### config.mk
export PLATFORM = sky130hd
export DESIGN_NAME = mem_access_unit_flat
export DESIGN_NICKNAME = d
export VERILOG_FILES = /design/src/rtl/mem_access_unit_if.sv /design/src/rtl/mem_access_unit.sv /design/src/flat_wrapper.sv
export SDC_FILE = /design/constraint.sdc
export NUM_CORES = 1
export LEC_CHECK = 0
export ABC_CLOCK_PERIOD_IN_PS = 11200
export CORE_AREA = 2 2 196 198
export DETAILED_ROUTE_END_ITERATION = 7
export DIE_AREA = 0 0 198 200
export GPL_ROUTABILITY_DRIVEN = 0
export PLACE_DENSITY_LB_ADDON = 0.3
export RECOVER_POWER = 50
export SLEW_MARGIN = 20
export SYNTH_ARGS = -nofsm -noshare
export SYNTH_HDL_FRONTEND = slang
export SYNTH_SLANG_ARGS = --single-unit
### constraint.sdc
create_clock -name clk -period 11.2 [get_ports clk]
set_input_delay 1.68 -clock clk [delete_from_list [all_inputs] [get_ports clk]]
set_output_delay 1.68 -clock clk [all_outputs]
set_load 0.02 [all_outputs]
### src/rtl/mem_access_unit_if.sv
// Bus bundle for mem_access_unit: upstream instruction, registered result and data-cache handshake.
// The unit itself connects through the slave modport; the driving side uses master.
interface mem_access_unit_if #(
    parameter int ADDR_W = 64,
    parameter int DATA_W = 64,
    parameter int OFF_W  = 6,
    parameter int WSEL_W = 4
);
    logic                    in_valid;
    logic [ADDR_W-1:0]       in_addr;
    logic [4:0]              in_regd;
    logic [10:0]             in_opc;
    logic                    in_is_store;
    logic [2:0]              in_size;
    logic [DATA_W-1:0]       in_store_data;
    logic                    mem_ready;

    logic                    out_valid;
    logic [ADDR_W-1:0]       out_alures;
    logic [DATA_W-1:0]       out_load_data;
    logic [4:0]              out_regd;
    logic [10:0]             out_opc;
    logic [1:0]              mem_err;

    logic                    dc_req;
    logic [ADDR_W-OFF_W-1:0] dc_line_addr;
    logic [WSEL_W-1:0]       dc_word_select;
    logic [DATA_W/8-1:0]     dc_byte_mask;
    logic [DATA_W-1:0]       dc_data_to_cache;
    logic                    dc_read_write_n;
    logic                    dc_ack;
    logic [DATA_W-1:0]       dc_data_from_cache;

    modport slave (
        input  in_valid, in_addr, in_regd, in_opc, in_is_store, in_size, in_store_data,
        input  dc_ack, dc_data_from_cache,
        output mem_ready, out_valid, out_alures, out_load_data, out_regd, out_opc, mem_err,
        output dc_req, dc_line_addr, dc_word_select, dc_byte_mask, dc_data_to_cache, dc_read_write_n
    );

    modport master (
        output in_valid, in_addr, in_regd, in_opc, in_is_store, in_size, in_store_data,
        output dc_ack, dc_data_from_cache,
        input  mem_ready, out_valid, out_alures, out_load_data, out_regd, out_opc, mem_err,
        input  dc_req, dc_line_addr, dc_word_select, dc_byte_mask, dc_data_to_cache, dc_read_write_n
    );
endinterface

### src/rtl/mem_access_unit.sv
// Memory-access pipeline stage: forwards ALU ops, issues aligned loads/stores to the data cache.
// Optional watchdog on the cache wait is enabled by defining MEM_ACCESS_TIMEOUT_EN.
module mem_access_unit #(
    parameter int ADDR_W  = 64,
    parameter int DATA_W  = 64,
    parameter int OFF_W   = 6,
    parameter int WSEL_W  = 4,
    parameter int TIMEOUT = 255
) (
    input logic              clk,
    input logic              reset,
    mem_access_unit_if.slave bus
);
    localparam int BYTES  = DATA_W / 8;
    localparam int LANE_W = $clog2(BYTES);
    localparam logic [10:0] BUBBLE_OPC = {2'b00, 3'b100, 6'b000000};

    typedef enum logic {IDLE, WAIT} state_t;

    state_t                  state_q;

    logic                    outValid_q;
    logic [ADDR_W-1:0]       outAlures_q;
    logic [DATA_W-1:0]       outLoadData_q;
    logic [4:0]              outRegd_q;
    logic [10:0]             outOpc_q;
    logic [1:0]              memErr_q;

    logic                    dcReq_q;
    logic [ADDR_W-OFF_W-1:0] dcLineAddr_q;
    logic [WSEL_W-1:0]       dcWordSel_q;
    logic [BYTES-1:0]        dcByteMask_q;
    logic [DATA_W-1:0]       dcData_q;
    logic                    dcReadWriteN_q;

    logic [4:0]              pendRegd_q;
    logic [10:0]             pendOpc_q;
    logic [1:0]              pendSize_q;
    logic                    pendSigned_q;
    logic [LANE_W-1:0]       pendLane_q;

`ifdef MEM_ACCESS_TIMEOUT_EN
    localparam int WD_W = (TIMEOUT < 2) ? 1 : $clog2(TIMEOUT);
    localparam logic [WD_W-1:0] WD_LAST = WD_W'(TIMEOUT - 1);
    logic [WD_W-1:0]         wdog_q;
`endif

    logic [LANE_W-1:0]       laneIn;
    logic                    isMemOp;
    logic                    misaligned;
    logic [BYTES-1:0]        baseMask;
    logic [BYTES-1:0]        storeMask;
    logic [DATA_W-1:0]       storeData;
    logic [DATA_W-1:0]       shiftedRd;
    logic [DATA_W-1:0]       loadData;
    logic                    signBit;
    int                      loadBits;

    // Request decode: an access is misaligned if any lane bit below its size is set,
    // or if it is wider than one cache word.
    always_comb begin
        laneIn     = bus.in_addr[LANE_W-1:0];
        isMemOp    = (bus.in_opc[10:9] == 2'b01);
        misaligned = ((1 << bus.in_size[1:0]) > BYTES);
        for (int i = 0; i < LANE_W; i++) begin
            if ((i < int'(bus.in_size[1:0])) && laneIn[i]) misaligned = 1'b1;
        end
        for (int i = 0; i < BYTES; i++) begin
            baseMask[i] = (i < (1 << bus.in_size[1:0]));
        end
        storeMask = baseMask << laneIn;
        storeData = bus.in_store_data << {laneIn, 3'b000};
    end

    // Load return path: pick the field at the pending lane and extend it to full width.
    always_comb begin
        loadBits = 8 << pendSize_q;
        if (loadBits > DATA_W) loadBits = DATA_W;
        shiftedRd = bus.dc_data_from_cache >> {pendLane_q, 3'b000};
        signBit   = 1'b0;
        for (int i = 0; i < DATA_W; i++) begin
            if (i == loadBits - 1) signBit = shiftedRd[i];
        end
        signBit = signBit & pendSigned_q;
        for (int i = 0; i < DATA_W; i++) begin
            loadData[i] = (i < loadBits) ? shiftedRd[i] : signBit;
        end
    end

    always_ff @(posedge clk or posedge reset) begin
        if (reset) begin
            state_q        <= IDLE;
            outValid_q     <= 1'b0;
            outAlures_q    <= '0;
            outLoadData_q  <= '0;
            outRegd_q      <= '0;
            outOpc_q       <= BUBBLE_OPC;
            memErr_q       <= 2'b00;
            dcReq_q        <= 1'b0;
            dcLineAddr_q   <= '0;
            dcWordSel_q    <= '0;
            dcByteMask_q   <= '0;
            dcData_q       <= '0;
            dcReadWriteN_q <= 1'b1;
            pendRegd_q     <= '0;
            pendOpc_q      <= BUBBLE_OPC;
            pendSize_q     <= '0;
            pendSigned_q   <= 1'b0;
            pendLane_q     <= '0;
`ifdef MEM_ACCESS_TIMEOUT_EN
            wdog_q         <= '0;
`endif
        end else begin
            unique case (state_q)
                IDLE: begin
                    outValid_q    <= 1'b0;
                    outRegd_q     <= '0;
                    outOpc_q      <= BUBBLE_OPC;
                    memErr_q      <= 2'b00;
                    outLoadData_q <= '0;
                    if (bus.in_valid) begin
                        outAlures_q <= bus.in_addr;
                        if (!isMemOp) begin
                            outValid_q <= 1'b1;
                            outRegd_q  <= bus.in_regd;
                            outOpc_q   <= bus.in_opc;
                        end else if (misaligned) begin
                            outValid_q <= 1'b1;
                            outOpc_q   <= bus.in_opc;
                            memErr_q   <= 2'b01;
                        end else begin
                            dcReq_q        <= 1'b1;
                            dcLineAddr_q   <= bus.in_addr[ADDR_W-1:OFF_W];
                            dcWordSel_q    <= bus.in_addr[OFF_W-1:OFF_W-WSEL_W];
                            dcByteMask_q   <= bus.in_is_store ? storeMask : '0;
                            dcData_q       <= bus.in_is_store ? storeData : '0;
                            dcReadWriteN_q <= ~bus.in_is_store;
                            pendRegd_q     <= bus.in_regd;
                            pendOpc_q      <= bus.in_opc;
                            pendSize_q     <= bus.in_size[1:0];
                            pendSigned_q   <= bus.in_size[2];
                            pendLane_q     <= laneIn;
                            state_q        <= WAIT;
`ifdef MEM_ACCESS_TIMEOUT_EN
                            wdog_q         <= '0;
`endif
                        end
                    end
                end
                WAIT: begin
                    // An acknowledge wins over a watchdog expiry in the same cycle.
                    if (bus.dc_ack) begin
                        dcReq_q       <= 1'b0;
                        state_q       <= IDLE;
                        outValid_q    <= 1'b1;
                        outRegd_q     <= pendRegd_q;
                        outOpc_q      <= pendOpc_q;
                        memErr_q      <= 2'b00;
                        outLoadData_q <= dcReadWriteN_q ? loadData : '0;
                    end
`ifdef MEM_ACCESS_TIMEOUT_EN
                    else if (wdog_q == WD_LAST) begin
                        dcReq_q       <= 1'b0;
                        state_q       <= IDLE;
                        outValid_q    <= 1'b1;
                        outRegd_q     <= '0;
                        outOpc_q      <= pendOpc_q;
                        memErr_q      <= 2'b10;
                        outLoadData_q <= '0;
                    end else begin
                        wdog_q <= wdog_q + 1'b1;
                    end
`endif
                end
            endcase
        end
    end

    assign bus.mem_ready        = (state_q == IDLE);
    assign bus.out_valid        = outValid_q;
    assign bus.out_alures       = outAlures_q;
    assign bus.out_load_data    = outLoadData_q;
    assign bus.out_regd         = outRegd_q;
    assign bus.out_opc          = outOpc_q;
    assign bus.mem_err          = memErr_q;
    assign bus.dc_req           = dcReq_q;
    assign bus.dc_line_addr     = dcLineAddr_q;
    assign bus.dc_word_select   = dcWordSel_q;
    assign bus.dc_byte_mask     = dcByteMask_q;
    assign bus.dc_data_to_cache = dcData_q;
    assign bus.dc_read_write_n  = dcReadWriteN_q;
endmodule
### src/flat_wrapper.sv
// flat-port wrapper written by rule: the top's interface ports become plain ports
module mem_access_unit_flat 
#(
    parameter int ADDR_W  = 64,
    parameter int DATA_W  = 64,
    parameter int OFF_W   = 6,
    parameter int WSEL_W  = 4,
    parameter int TIMEOUT = 255
)
  (clk, reset, bus_in_valid, bus_in_addr, bus_in_regd, bus_in_opc, bus_in_is_store, bus_in_size, bus_in_store_data, bus_dc_ack, bus_dc_data_from_cache, bus_mem_ready, bus_out_valid, bus_out_alures, bus_out_load_data, bus_out_regd, bus_out_opc, bus_mem_err, bus_dc_req, bus_dc_line_addr, bus_dc_word_select, bus_dc_byte_mask, bus_dc_data_to_cache, bus_dc_read_write_n);
  mem_access_unit_if #(.ADDR_W(ADDR_W), .DATA_W(DATA_W), .OFF_W(OFF_W), .WSEL_W(WSEL_W)) bus_i ();
  input logic clk;
  input logic reset;
  input wire logic [$bits(bus_i.in_valid)-1:0] bus_in_valid;
  input wire logic [$bits(bus_i.in_addr)-1:0] bus_in_addr;
  input wire logic [$bits(bus_i.in_regd)-1:0] bus_in_regd;
  input wire logic [$bits(bus_i.in_opc)-1:0] bus_in_opc;
  input wire logic [$bits(bus_i.in_is_store)-1:0] bus_in_is_store;
  input wire logic [$bits(bus_i.in_size)-1:0] bus_in_size;
  input wire logic [$bits(bus_i.in_store_data)-1:0] bus_in_store_data;
  input wire logic [$bits(bus_i.dc_ack)-1:0] bus_dc_ack;
  input wire logic [$bits(bus_i.dc_data_from_cache)-1:0] bus_dc_data_from_cache;
  output wire logic [$bits(bus_i.mem_ready)-1:0] bus_mem_ready;
  output wire logic [$bits(bus_i.out_valid)-1:0] bus_out_valid;
  output wire logic [$bits(bus_i.out_alures)-1:0] bus_out_alures;
  output wire logic [$bits(bus_i.out_load_data)-1:0] bus_out_load_data;
  output wire logic [$bits(bus_i.out_regd)-1:0] bus_out_regd;
  output wire logic [$bits(bus_i.out_opc)-1:0] bus_out_opc;
  output wire logic [$bits(bus_i.mem_err)-1:0] bus_mem_err;
  output wire logic [$bits(bus_i.dc_req)-1:0] bus_dc_req;
  output wire logic [$bits(bus_i.dc_line_addr)-1:0] bus_dc_line_addr;
  output wire logic [$bits(bus_i.dc_word_select)-1:0] bus_dc_word_select;
  output wire logic [$bits(bus_i.dc_byte_mask)-1:0] bus_dc_byte_mask;
  output wire logic [$bits(bus_i.dc_data_to_cache)-1:0] bus_dc_data_to_cache;
  output wire logic [$bits(bus_i.dc_read_write_n)-1:0] bus_dc_read_write_n;
  assign bus_i.in_valid = bus_in_valid;
  assign bus_i.in_addr = bus_in_addr;
  assign bus_i.in_regd = bus_in_regd;
  assign bus_i.in_opc = bus_in_opc;
  assign bus_i.in_is_store = bus_in_is_store;
  assign bus_i.in_size = bus_in_size;
  assign bus_i.in_store_data = bus_in_store_data;
  assign bus_i.dc_ack = bus_dc_ack;
  assign bus_i.dc_data_from_cache = bus_dc_data_from_cache;
  assign bus_mem_ready = bus_i.mem_ready;
  assign bus_out_valid = bus_i.out_valid;
  assign bus_out_alures = bus_i.out_alures;
  assign bus_out_load_data = bus_i.out_load_data;
  assign bus_out_regd = bus_i.out_regd;
  assign bus_out_opc = bus_i.out_opc;
  assign bus_mem_err = bus_i.mem_err;
  assign bus_dc_req = bus_i.dc_req;
  assign bus_dc_line_addr = bus_i.dc_line_addr;
  assign bus_dc_word_select = bus_i.dc_word_select;
  assign bus_dc_byte_mask = bus_i.dc_byte_mask;
  assign bus_dc_data_to_cache = bus_i.dc_data_to_cache;
  assign bus_dc_read_write_n = bus_i.dc_read_write_n;
  mem_access_unit #(.ADDR_W(ADDR_W), .DATA_W(DATA_W), .OFF_W(OFF_W), .WSEL_W(WSEL_W), .TIMEOUT(TIMEOUT)) u_core (.clk(clk), .reset(reset), .bus(bus_i));
endmodule
# Word-level counts from Yosys, hierarchy flattened
# Cells that the tools add are included.
[totals] ff_bits=306 in_bits=216 out_inout_bits=284 word_cells=346
[classes] add_sub_neg=1 magnitude_cmp=77 n_eq_ne=68 shift=5 muxes=166 bitwise=4 n_reduce_logical=7
[op_table] operator="$eq 7x32->1 const A" count=32
[op_table] operator="$lt 7x32->1 const A" count=32
[op_table] operator="$eq 6x32->1 const A" count=16
[op_table] operator="$lt 6x32->1 const A" count=16
[op_table] operator="$eq 5x32->1 const A" count=8
[op_table] operator="$lt 4x32->1 const A" count=8
[op_table] operator="$lt 5x32->1 const A" count=8
[op_table] operator="$mux 64" count=3
[op_table] operator="$mux 1" count=144
[op_table] operator="$eq 4x32->1 const A" count=4
[op_table] operator="$lt 3x32->1 const A" count=4
[op_table] operator="$pmux 64 s2" count=1
[op_table] operator="$eq 3x32->1 const A" count=2
[op_table] operator="$lt 1x32->1 const A" count=2
[op_table] operator="$lt 2x32->1 const A" count=2
[op_table] operator="$shl 64x6->64" count=1
[op_table] operator="$shr 64x6->64" count=1
[op_table] operator="$mux 11" count=4
[op_table] operator="$eq 2x32->1 const A" count=1
[op_table] operator="$gt 32x5->1 const B" count=1
[op_table] operator="$gt 32x8->1 const B" count=1
[op_table] operator="$logic_not 32->1" count=1
[op_table] operator="$mux 32" count=1
[op_table] operator="$shl 1x2->32 const A" count=1
[op_table] operator="20 further kinds" count=34

# Depth between registers and ports, before layout
[depth] ltp_word=74 ltp_mapped=9 depth_no_buf=7

# Least setup slack after synthesis
# OpenSTA, ideal clock, no wires.
[synth_path] path_type="input -> register" from="input bus_in_addr[1]" to="register u_core.dcByteMask_q[4] (netlist: u_core.bus.dc_byte_mask[4])" setup_time_ns=0.083 arrival_time_ns=3.120 t_required_ns=11.117 setup_slack_ns=7.997 path_stages=6 n_path_buf=3 cell_sequence="clkbuf_1 -> buf_2 -> clkbuf_1 -> nor3b_1 -> o21ai_0 -> o21ai_0"
[synth_between] elab_chain_cells=5 word_cells_on_any_way=7 cone_classes="shift (1); mux (3); bitwise (1); reduce/logical (2)"
[synth_rtl] element="from (decl)" line_no="flat_wrapper.sv:15" rtl="input wire logic [$bits(bus_i.in_addr)-1:0] bus_in_addr;"
[synth_rtl] element="$logic_and 1x1->1" line_no="mem_access_unit.sv:66" rtl="if ((i < int'(bus.in_size[1:0])) && laneIn[i]) misaligned = 1'b1;"
[synth_rtl] element="$mux 1 (2 in series)" line_no="mem_access_unit.sv:66"
[synth_rtl] element="$not 1->1 (no line)"
[synth_rtl] element="$reduce_and 4->1 (no line)"
[synth_rtl] element="to (signal assigned)" line_no="mem_access_unit.sv:135" rtl="dcByteMask_q <= bus.in_is_store ? storeMask : '0;"
[synth_rtl] element="to (decl)" line_no="mem_access_unit.sv:32" rtl="logic [BYTES-1:0] dcByteMask_q;"
# Several ways; a longest one is shown, not always the timed one.
# A chain may end at the register's enable or synchronous reset.

# Worst setup path after layout
[layout_path] from="input bus_in_valid" to="register u_core.dcData_q[6] (netlist: u_core.bus.dc_data_to_cache[6])"
[layout_between] elab_chain_cells=1
[layout_rtl] element="from (decl)" line_no="flat_wrapper.sv:14" rtl="input wire logic [$bits(bus_i.in_valid)-1:0] bus_in_valid;"
[layout_rtl] element="$reduce_and 4->1 (no line)"
[layout_rtl] element="to (signal assigned)" line_no="mem_access_unit.sv:136" rtl="dcData_q <= bus.in_is_store ? storeData : '0;"
[layout_rtl] element="to (decl)" line_no="mem_access_unit.sv:33" rtl="logic [DATA_W-1:0] dcData_q;"
# No other way between the ends.

==> metrics <==
status=finished, violations left; failing checks=capacitance limit, slew limit; # H-tree levels=2; fin crit period=6.71 ns; Worst-path clk slew=0.06 ns; most common cell after layout, fill and taps aside=nand2_1; EDFF count, synth=0; initial antenna violation count=1; cts bufs inserted=37; std cell rows=71; area leader, netlist=dfrtp_1; power per cell area=167 nW/um^2; Max Buffers Root-to-Sink=3; initial core utilization=39.6%; Post-CTS Resized=0; clock skew=0.0187 ns; crit path capture type=flop; top_reg_cell synth=dfrtp_1; maxcap violations=3; Final Total Pwr=0.00355 W; layout cells sized above 1=8.22%; maximum number of pins on one net before global-route repair=182; initial DRC count=905; nets=2,212; highest-count cells in the layout ignoring fill and taps=548 x nand2_1, 298 x dfrtp_1, 253 x clkdlybuf4s50_1; Final Cycle Share=59.9%; worst-margin pin slew=5.64 ns; Inst Count DP=2,466; DRC=0; Clock Power Share=34.2%; Startpoint Class=input pin; Detailed Routing Iterations Pass 1=7; die area=39,600 um^2; IO Port Bufs=498; CTS tree=built; HP Class=flop to flop; WL/cell=20.7 um; CP required=11.67 ns; fmax=149 MHz; Slew HR=-278%; sequential area share after synthesis=51.4%; WHS=0.463 ns; vias in the first global route=13,600; WS Path Type=input pin to flop; sequential power share=37.4%; Syn. warnings=0; Sw Share=32.8%; Vias=13,300; Total Routing Usage GR=26.2%; area of the core=37,400 um^2; P&R area growth vs syn=43.6%; internal power=0.00238 W; Syn Nets=1,779; Net Switching=0.00116 W; Comb pwr share=28.5%; synthesis-stage register bit count=304; worst-path maximum fanout=105; fraction of registers with async set/reset=100%; Post-Syn Instances=1,561; Cell variety after synth=56; final hold vios=0; Area contributors post-synth=dfrtp_1 51%, nand2_1 14%, mux2i_1 7.2%; routed vias/inst=5.27; CTS Root Cell=clkbuf_16; Avg Inst Size Synth=9.49 um^2; Post-Synthesis Cell Area=14,800 um^2; DP HPWL=37,400 um; Post-CTS Setup Inserts=0; CTS Hold Buffers Added=0; area share of the largest cell type after synthesis=50.8%; Core Util, Final=56.9%; WL final=52,400 um; # clock sinks=304; Leakage Power=10.1 nW; crit path DAT=7.18 ns; Pins Over Slew Limit=259; Peak VDD IR=0.000178 V; die width=198 um; Final setup viols=0; final std cells w/o fill=2,532; ANT nets after route=0; first-pass GRT wire length=79,800 um; grt total ovfl=0; TNS Setup=0 ns; unrepaired setup endpoints after global routing=no; Worst-Skew Late Latency=0.55 ns; IO Pins=500; DIE HEIGHT=200 um
## worst paths after layout
kind,from,cells past startpoint,slack (ns),end
worst max-delay path,bus_in_valid,8,4.49,u_core.bus.dc_data_to_cache[6]
worst min-delay path,u_core.bus.dc_word_select[3],2,0.46,u_core.bus.dc_word_select[3]
worst max register to register,u_core.state_q,7,5.65,u_core.bus.dc_data_to_cache[6]
worst min register to register,u_core.bus.dc_word_select[3],2,0.46,u_core.bus.dc_word_select[3]
max in group asynchronous,reset,3,5.23,u_core.pendLane_q[0]
min in group asynchronous,reset,2,3.33,u_core.bus.dc_data_to_cache[5]
## registers in the layout, summed over array words and instances (netlist names), 2 cells and up
signal and count:
u_core.pendRegd_q 5, u_core.pendOpc_q 11, u_core.bus.dc_byte_mask 8, u_core.bus.dc_line_addr 58
u_core.pendLane_q 2, u_core.pendSize_q 2, u_core.bus.dc_data_to_cache 64, u_core.bus.dc_word_select 4
u_core.bus.out_opc 11, u_core.bus.out_regd 5, u_core.bus.out_load_data 64, u_core.bus.out_alures 64
## synth_stat cells, types with 14 or more instances
| cell type | count |
|---|---|
| clkbuf_1 | 84 |
| nor2b_1 | 19 |
| dfrtp_1 | 301 |
| a211oi_1 | 29 |
| a21oi_1 | 49 |
| buf_2 | 19 |
| mux4_2 | 16 |
| mux2_2 | 44 |
| o31ai_1 | 30 |
| a221o_1 | 31 |
| o21ai_0 | 72 |
| nand2_1 | 549 |
| mux2i_1 | 106 |
| a22o_1 | 25 |
| o211ai_1 | 14 |
| nor2_1 | 59 |
## critical path: stages
cell and delay [ns]:
dlygate4sd3_1 0.61, nor2b_1 0.16, clkbuf_1 2.39, nand3_4 0.03, buf_4 0.54, buf_4 0.55, nor4_2 0.83, a22o_1 0.25
## power by group through the flow
| stage | registers [W] | logic (W) | clock network, W |
|---|---|---|---|
| after global routing | 0.00134 | 0.00109 | 0.00128 |
| after detailed placement | 0.00134 | 0.00105 | 0 |
| final | 0.00132 | 0.00101 | 0.00121 |
| after CTS | 0.00133 | 0.00105 | 0.00124 |
| after global placement | 0.00134 | 0.00104 | 0 |
| after floorplan | 0.00147 | 0.000423 | 0 |
## per-layer routing
layer | global-route usage [%] | up-vias | wire (um)
li1 | - | 6229 | -
met4 | 12.4 | 0 | 2360
met3 | 6.49 | 110 | 4140
met2 | 43.2 | 551 | 25300
met1 | 32.5 | 6456 | 20600
met5 | 0 | - | 0
## stage by stage
stage / area, um^2 / setup slack [ns]
floorplan: 14800 / 1.12
global placement: 20100 / 5.74
detailed placement: 20100 / 5.63
CTS: 21300 / 6.21
global route: 21300 / 4.08
finish: 21300 / 4.49
## cells by family (layout without fill, tap and decap cells)
logic type | count (synthesis) | in the layout | share of synthesized area [%]
AOI/OAI and AO/OA | 289 | 289 | 13.7
xor gates and xnor gates | 1 | 1 | 0.0591
adders and majority gates | 2 | 2 | 0.169
buffers and inverters | 133 | 592 | 3.87
DFF | 304 | 304 | 51.4
muxes | 166 | 166 | 12.9
other | 2 | 3 | 0.0507
and+or+nand+nor | 664 | 664 | 17.9
## layout make-up
type	count	area [um^2]
well taps	511	639
inverters	14	53.8
fillers	3288	16100
repair buffers	513	5090
diodes	1	2.50
flip-flops and latches	304	7610
clock buffers	52	1040
clock inverters	13	176
multi-input cells	1124	6670
(Power assumes the default switching activity.)
